`src/rtl/simon_key_sched_ctrl.sv`:
```
// SIMON key-schedule controller: streams T round keys over a valid/ready handshake.
// Optional build macro KS_ZEROIZE_EN clears the key window in the DONE cycle.
`ifndef N
`define N 16
`endif
`ifndef M
`define M 4
`endif

module simon_key_sched_ctrl #(
  parameter int n = `N,
  parameter int m = `M
) (
  input  logic           clk,
  input  logic           rst_n,
  input  logic           start,
  input  logic [n*m-1:0] key_in,
  output logic [n-1:0]   rk_out,
  output logic [6:0]     rk_idx,
  output logic           rk_valid,
  input  logic           rk_ready,
  output logic           busy,
  output logic           done
);

  localparam logic [1:0] IDLE = 2'd0;
  localparam logic [1:0] LOAD = 2'd1;
  localparam logic [1:0] EMIT = 2'd2;
  localparam logic [1:0] DONE = 2'd3;

  function automatic int rounds(input int nn, input int mm);
    int r;
    r = 0;
    case (nn)
      16:      r = (mm == 4) ? 32 : 0;
      24:      r = (mm == 3 || mm == 4) ? 36 : 0;
      32:      r = (mm == 3) ? 42 : ((mm == 4) ? 44 : 0);
      48:      r = (mm == 2) ? 52 : ((mm == 3) ? 54 : 0);
      64:      r = (mm == 2) ? 68 : ((mm == 3) ? 69 : ((mm == 4) ? 72 : 0));
      default: r = 0;
    endcase
    return r;
  endfunction

  // Literals are written with z[0] as the leftmost (most significant) bit.
  function automatic logic [61:0] z_seq(input int nn, input int mm);
    logic [61:0] z;
    z = 62'b11111010001001010110000111001101111101000100101011000011100110;
    case (nn)
      24:      z = (mm == 3) ? 62'b11111010001001010110000111001101111101000100101011000011100110
                             : 62'b10001110111110010011000010110101000111011111001001100001011010;
      32:      z = (mm == 3) ? 62'b10101111011100000011010010011000101000010001111110010110110011
                             : 62'b11011011101011000110010111100000010010001010011100110100001111;
      48:      z = (mm == 2) ? 62'b10101111011100000011010010011000101000010001111110010110110011
                             : 62'b11011011101011000110010111100000010010001010011100110100001111;
      64:      z = (mm == 2) ? 62'b10101111011100000011010010011000101000010001111110010110110011
                             : ((mm == 3) ? 62'b11011011101011000110010111100000010010001010011100110100001111
                                          : 62'b11010001111001101011011000100000010111000011001010010011101111);
      default: z = 62'b11111010001001010110000111001101111101000100101011000011100110;
    endcase
    return z;
  endfunction

  localparam int          T    = rounds(n, m);
  localparam logic [61:0] ZSEQ = z_seq(n, m);

  if (T == 0) begin : g_bad_params
    $error("simon_key_sched_ctrl: unsupported (n,m) pair");
  end

  function automatic logic [n-1:0] ror(input logic [n-1:0] x, input int s);
    return (x >> s) | (x << (n - s));
  endfunction

  // Words below m come straight from the master key; later ones use the SIMON recurrence.
  function automatic logic [n-1:0] key_expansion(input logic [n*m-1:0] win, input logic [6:0] idx);
    logic [n-1:0] tmp;
    int           zi;
    if (int'(idx) < m) begin
      return win[int'(idx)*n +: n];
    end else begin
      zi  = (int'(idx) - m) % 62;
      tmp = ror(win[n*m-1 -: n], 3);
      if (m == 4) tmp = tmp ^ win[2*n-1:n];
      else        tmp = tmp;
      tmp = tmp ^ ror(tmp, 1);
      return ~win[n-1:0] ^ tmp ^ n'(2'd3) ^ {{(n-1){1'b0}}, ZSEQ[61-zi]};
    end
  endfunction

  logic [1:0]     state_q, state_d;
  logic [6:0]     i_q, i_d;
  logic [n*m-1:0] window_q, window_d;
  logic [n-1:0]   kexp_s;
  logic           hs_s;

  assign kexp_s   = key_expansion(window_q, i_q);
  assign rk_valid = (state_q == EMIT);
  assign rk_out   = rk_valid ? kexp_s : '0;
  assign rk_idx   = rk_valid ? i_q : 7'd0;
  assign busy     = (state_q != IDLE);
  assign done     = (state_q == DONE);
  assign hs_s     = rk_valid & rk_ready;

  // Next-state, round counter and key window update.
  always_comb begin
    state_d  = state_q;
    i_d      = i_q;
    window_d = window_q;
    case (state_q)
      IDLE: begin
        if (start) begin
          state_d  = LOAD;
          window_d = key_in;
          i_d      = 7'd0;
        end else begin
          state_d = IDLE;
        end
      end
      LOAD: begin
        state_d = EMIT;
        i_d     = 7'd0;
      end
      EMIT: begin
        if (hs_s) begin
          i_d = i_q + 7'd1;
          if (int'(i_q) >= m) window_d = {kexp_s, window_q[n*m-1:n]};
          else                window_d = window_q;
          if (i_q == 7'(T - 1)) state_d = DONE;
          else                  state_d = EMIT;
        end else begin
          state_d = EMIT;
        end
      end
      DONE: begin
        state_d = IDLE;
        i_d     = 7'd0;
`ifdef KS_ZEROIZE_EN
        window_d = '0;
`else
        window_d = window_q;
`endif
      end
      default: begin
        state_d  = IDLE;
        i_d      = 7'd0;
        window_d = '0;
      end
    endcase
  end

  // State registers with asynchronous clear.
  always_ff @(posedge clk or negedge rst_n) begin
    if (!rst_n) begin
      state_q  <= IDLE;
      i_q      <= 7'd0;
      window_q <= '0;
    end else begin
      state_q  <= state_d;
      i_q      <= i_d;
      window_q <= window_d;
    end
  end

endmodule

```
`config.mk`:
```
export PLATFORM = sky130hd
export DESIGN_NAME = simon_key_sched_ctrl
export DESIGN_NICKNAME = d
export VERILOG_FILES = /design/src/rtl/simon_key_sched_ctrl.sv
export SDC_FILE = /design/constraint.sdc
export NUM_CORES = 1
export LEC_CHECK = 0
export CAP_MARGIN = 20
export CORE_ASPECT_RATIO = 2
export CORE_UTILIZATION = 54
export DETAILED_ROUTE_END_ITERATION = 8
export PLACE_DENSITY_LB_ADDON = 0.05
export SLEW_MARGIN = 20
export SYNTH_ARGS = -nofsm -noshare
export SYNTH_HDL_FRONTEND = slang
export SYNTH_SLANG_ARGS = --single-unit
```
`constraint.sdc`:
```
create_clock -name clk -period 7.8 [get_ports clk]
set_input_delay 1.56 -clock clk [delete_from_list [all_inputs] [get_ports clk]]
set_output_delay 1.56 -clock clk [all_outputs]
set_load 0.02 [all_outputs]
```
==> flow_metrics.env, run 1 <==
export IMPL_cp_start_kind="flop"
export IMPL_clock_fmax_ghz=0.136
export IMPL_hold_buffers=0
export IMPL_nNetsFinal=769
export IMPL_fin_cells=817
export IMPL_netlist_cell_type_count=63
export IMPL_critPathArrivalTime_ns=5.80
export IMPL_hpwl_um=10900
export IMPL_cts_setup_buffers=0
export IMPL_cts_resized=0
export IMPL_worst_slew_pin_slew_ns=1.00
export IMPL_critPathMaxFanout=11
export IMPL_utilization=0.696
export IMPL_final_layout_size_suffix_gt1_frac=0.0847
export IMPL_drt_initial_drc_count=123
export IMPL_ant_nets=0
export IMPL_final_setup_viol_count=0
export IMPL_synth_compound_area_frac=0.160
export IMPL_cp_required_ns=6.24
export IMPL_syn_num_nets=699
export IMPL_finalPower_mw=3.33
export IMPL_synth_xor_area_frac=0.102
export IMPL_syn_mean_instance_area_um2=8.96
export IMPL_htreeDepth=3
export IMPL_seq_area_frac_synth=0.334
export IMPL_reg2regPathDepth=18
export IMPL_yosys_warnings=0
export IMPL_syn_area_um2=5470
export IMPL_final_setup_skew_ns=0.00984
export IMPL_gp_congestion=0.868
export IMPL_rrSetupSlack_ns=2.87
export IMPL_synth_simple_gate_area_share=0.155
export IMPL_cts_buffer_depth=2
export IMPL_fp_dieH_um=144
export IMPL_path_class="flop to output port"
export IMPL_clock_latency_ns=0.34
export IMPL_drv_cap=0
export IMPL_grt_max_degree=127
export IMPL_ys_ff_latch=73
export IMPL_hold_path_class="flop to flop"
export IMPL_ys_flop_type="dfrtp_1"
export IMPL_cp_top_family="simple AND/OR/NAND/NOR gates"
export IMPL_wl_um=15100
export IMPL_min_to="window_q[32]$_DFFE_PN0P_"
export IMPL_finalMaxSlewViolations=0
export IMPL_grt_pass1_wl_um=23700
export IMPL_grt_overflow=0
export IMPL_wl_per_cell_um=18.5
export IMPL_post_route_period_util=0.944
export IMPL_synth_top_family_by_area="multiplexers"
export IMPL_num_rows=51
export IMPL_path_common_cell="ha_1"
export IMPL_area_growth_pct=24.1
export IMPL_die_w_um=73.2
export IMPL_core_area_um2=9760
export IMPL_io_buffers=93
export IMPL_fin_crit_ns=7.36
export IMPL_die_area_um2=10600
export IMPL_vdd_drop_max_uv=326
export IMPL_first_global_vias=4863
export IMPL_gr_usage_all_layers=0.302
export IMPL_synth_area_mux_share=0.162
export IMPL_antenna_found_initial=0
export IMPL_tritoncts="built"
export IMPL_synth_edf_count=0
export IMPL_finalHoldViolations=0
export IMPL_pin_count=94
export IMPL_p_leak_nw=2.77
export IMPL_numCtsBuffers=9
export IMPL_synth_fa_ha_area_frac=0.0457
export IMPL_initial_core_util=0.561
export IMPL_reg2reg_to="window_q[48]$_DFFE_PN0P_"
export IMPL_endpoint_kind="output port"
export IMPL_fin_hold_ws_ns=0.505
export IMPL_vias=4766
export IMPL_async_flop_share=1.00
export IMPL_vias_per_cell=5.83
export IMPL_numClockSinks=73
export IMPL_insertedDiodeCount=0
export IMPL_path_cells="inv_1, ha_1, or4b_1, o21ai_2, nor2_1, a21oi_4, xnor2_1, ha_1, nor2_1, a21oi_2, ha_1, xnor2_1, xnor2_2, mux4_2, mux2_1, o22ai_1, nor2b_4, a21oi_2, clkdlybuf4s50_1"
export IMPL_clock_root_buffer="clkbuf_16"
export IMPL_slowest_delay_ns=0.63
export IMPL_setup_tns_ns=0
export IMPL_rsz0062_at_grt="no"
export IMPL_whs_path_depth=2
export IMPL_place_inst=802
export IMPL_synth_cells=611
export IMPL_drc=0
export IMPL_p_per_area_nw_per_um2=490
export IMPL_clk_pin_slew_ns=0.06
export IMPL_hp_start="window_q[32]$_DFFE_PN0P_"
export IMPL_relSlewSlack=0.332
export IMPL_drt_pass1_iterations=4
export IMPL_rr_startpoint="i_q[3]$_DFFE_PN0P_"
export IMPL_run_status="complete, no violations"
export IMPL_cp_num_buf_inv=2
export IMPL_critical_path_slowest_cell="or4b_1"
-- per-layer routing --
| metal | routed length (µm) | up-vias | track usage |
|---|---|---|---|
| met5 | 0 | - | 0 |
| met3 | 431 | 42 | 0.0418 |
| met1 | 5430 | 2307 | 0.307 |
| li1 | - | 2295 | - |
| met2 | 8620 | 122 | 0.577 |
| met4 | 622 | 0 | 0.156 |
-- cells by family (layout without fill, tap and decap cells) --
group / Yosys count / in the layout
fa+ha+maj: 20 / 20
flops: 73 / 73
simple gates: 185 / 185
buf+inv: 55 / 129
compound gates: 147 / 147
xor+xnor: 64 / 64
mux: 67 / 67
-- power breakdown --
part	total [mW]	internal [mW]	switching (mW)
clock network	0.444	0.286	0.158
logic	2.15	0.993	1.16
registers	0.733	0.554	0.180
total	3.33	1.83	1.49
-- area by class of cell --
class                      count  area, µm²
clock inverter                 5       80.1
fill                         807       2970
tap                          132        165
inverter                      14       52.6
sequential                    73       1830
clock buffer                  10        239
multi-input combinational    483       3450
timing repair buffer         100        978
-- cell usage after synthesis, types with 13 or more instances --
master    count  share of area
clkbuf_1     31          0.021
nand2_1      79          0.054
xnor2_1      60          0.096
nor2_1       58          0.040
ha_1         20          0.046
a31oi_1      15          0.017
inv_1        13         0.0089
mux2i_1      49          0.090
o21ai_0      69          0.063
mux4_2       17          0.070
a21oi_1      30          0.027
dfrtp_1      73           0.33
-- worst reg2reg max path, stage by stage, from the launching register on --
cell and delay (ns):
dfrtp_1 0.49, inv_1 0.17, ha_1 0.30, or4b_1 0.63
o21ai_2 0.22, nor2_1 0.14, a21oi_4 0.22, xnor2_1 0.14
ha_1 0.24, nor2_1 0.21, a21oi_2 0.11, ha_1 0.27
xnor2_1 0.17, xnor2_2 0.35, mux4_2 0.36, mux2_1 0.34
a22oi_1 0.19, nor2b_4 0.20, a21oi_2 0.06
-- sequential cells by signal (all words and copies together), names as in the netlist --
| signal | flops |
|---|---|
| state_q | 2 |
| i_q | 7 |
| window_q | 64 |
-- how the worst max path moves through the flow --
stage                            start  slack [ns]  cells after the start        end
finish              i_q[3]$_DFFE_PN0P_        0.44                     19  rk_out[0]
CTS                 i_q[3]$_DFFE_PN0P_        0.15                     19  rk_out[0]
detailed placement  i_q[3]$_DFFE_PN0P_        0.52                     19  rk_out[0]
global route        i_q[3]$_DFFE_PN0P_        0.07                     19  rk_out[0]
floorplan           i_q[0]$_DFFE_PN0P_        1.22                     19  rk_out[0]
global placement    i_q[3]$_DFFE_PN0P_        0.75                     19  rk_out[0]
-- layout by cell type, fill, tap and decap left out, types with 3 or more instances in the layout --
master | netlist | routed
dfrtp_1 | 73 | 73
mux2i_1 | 49 | 49
or3_1 | 3 | 3
nand2_1 | 79 | 79
xnor2_1 | 60 | 59
ha_1 | 20 | 19
o211ai_1 | 4 | 4
a21oi_2 | 2 | 3
clkbuf_16 | 0 | 9
and2_1 | 6 | 6
a21oi_1 | 30 | 29
a31oi_1 | 15 | 15
clkdlybuf4s50_1 | 0 | 92
buf_4 | 1 | 7
o2111ai_1 | 3 | 3
mux4_2 | 17 | 17
inv_1 | 13 | 13
nand3_1 | 11 | 11
nor2_1 | 58 | 57
nor3_1 | 5 | 5
a211oi_1 | 3 | 3
xor2_1 | 4 | 4
o21ai_0 | 69 | 69
-- through the flow --
| step | instance area (µm²) | setup WS, ns |
|---|---|---|
| after CTS | 6780 | 0.153 |
| after detailed placement | 6460 | 0.517 |
| after floorplan | 5470 | 1.22 |
| after global placement | 6460 | 0.749 |
| after global routing | 6790 | 0.0745 |
| final | 6790 | 0.435 |
(Power assumes the default switching activity.)
==> run 2: changes to the inputs <==
CAP_MARGIN = default   (was 20)
==> results of run 2 <==
Final layout, timing and power as in run 1 (identical DEF).
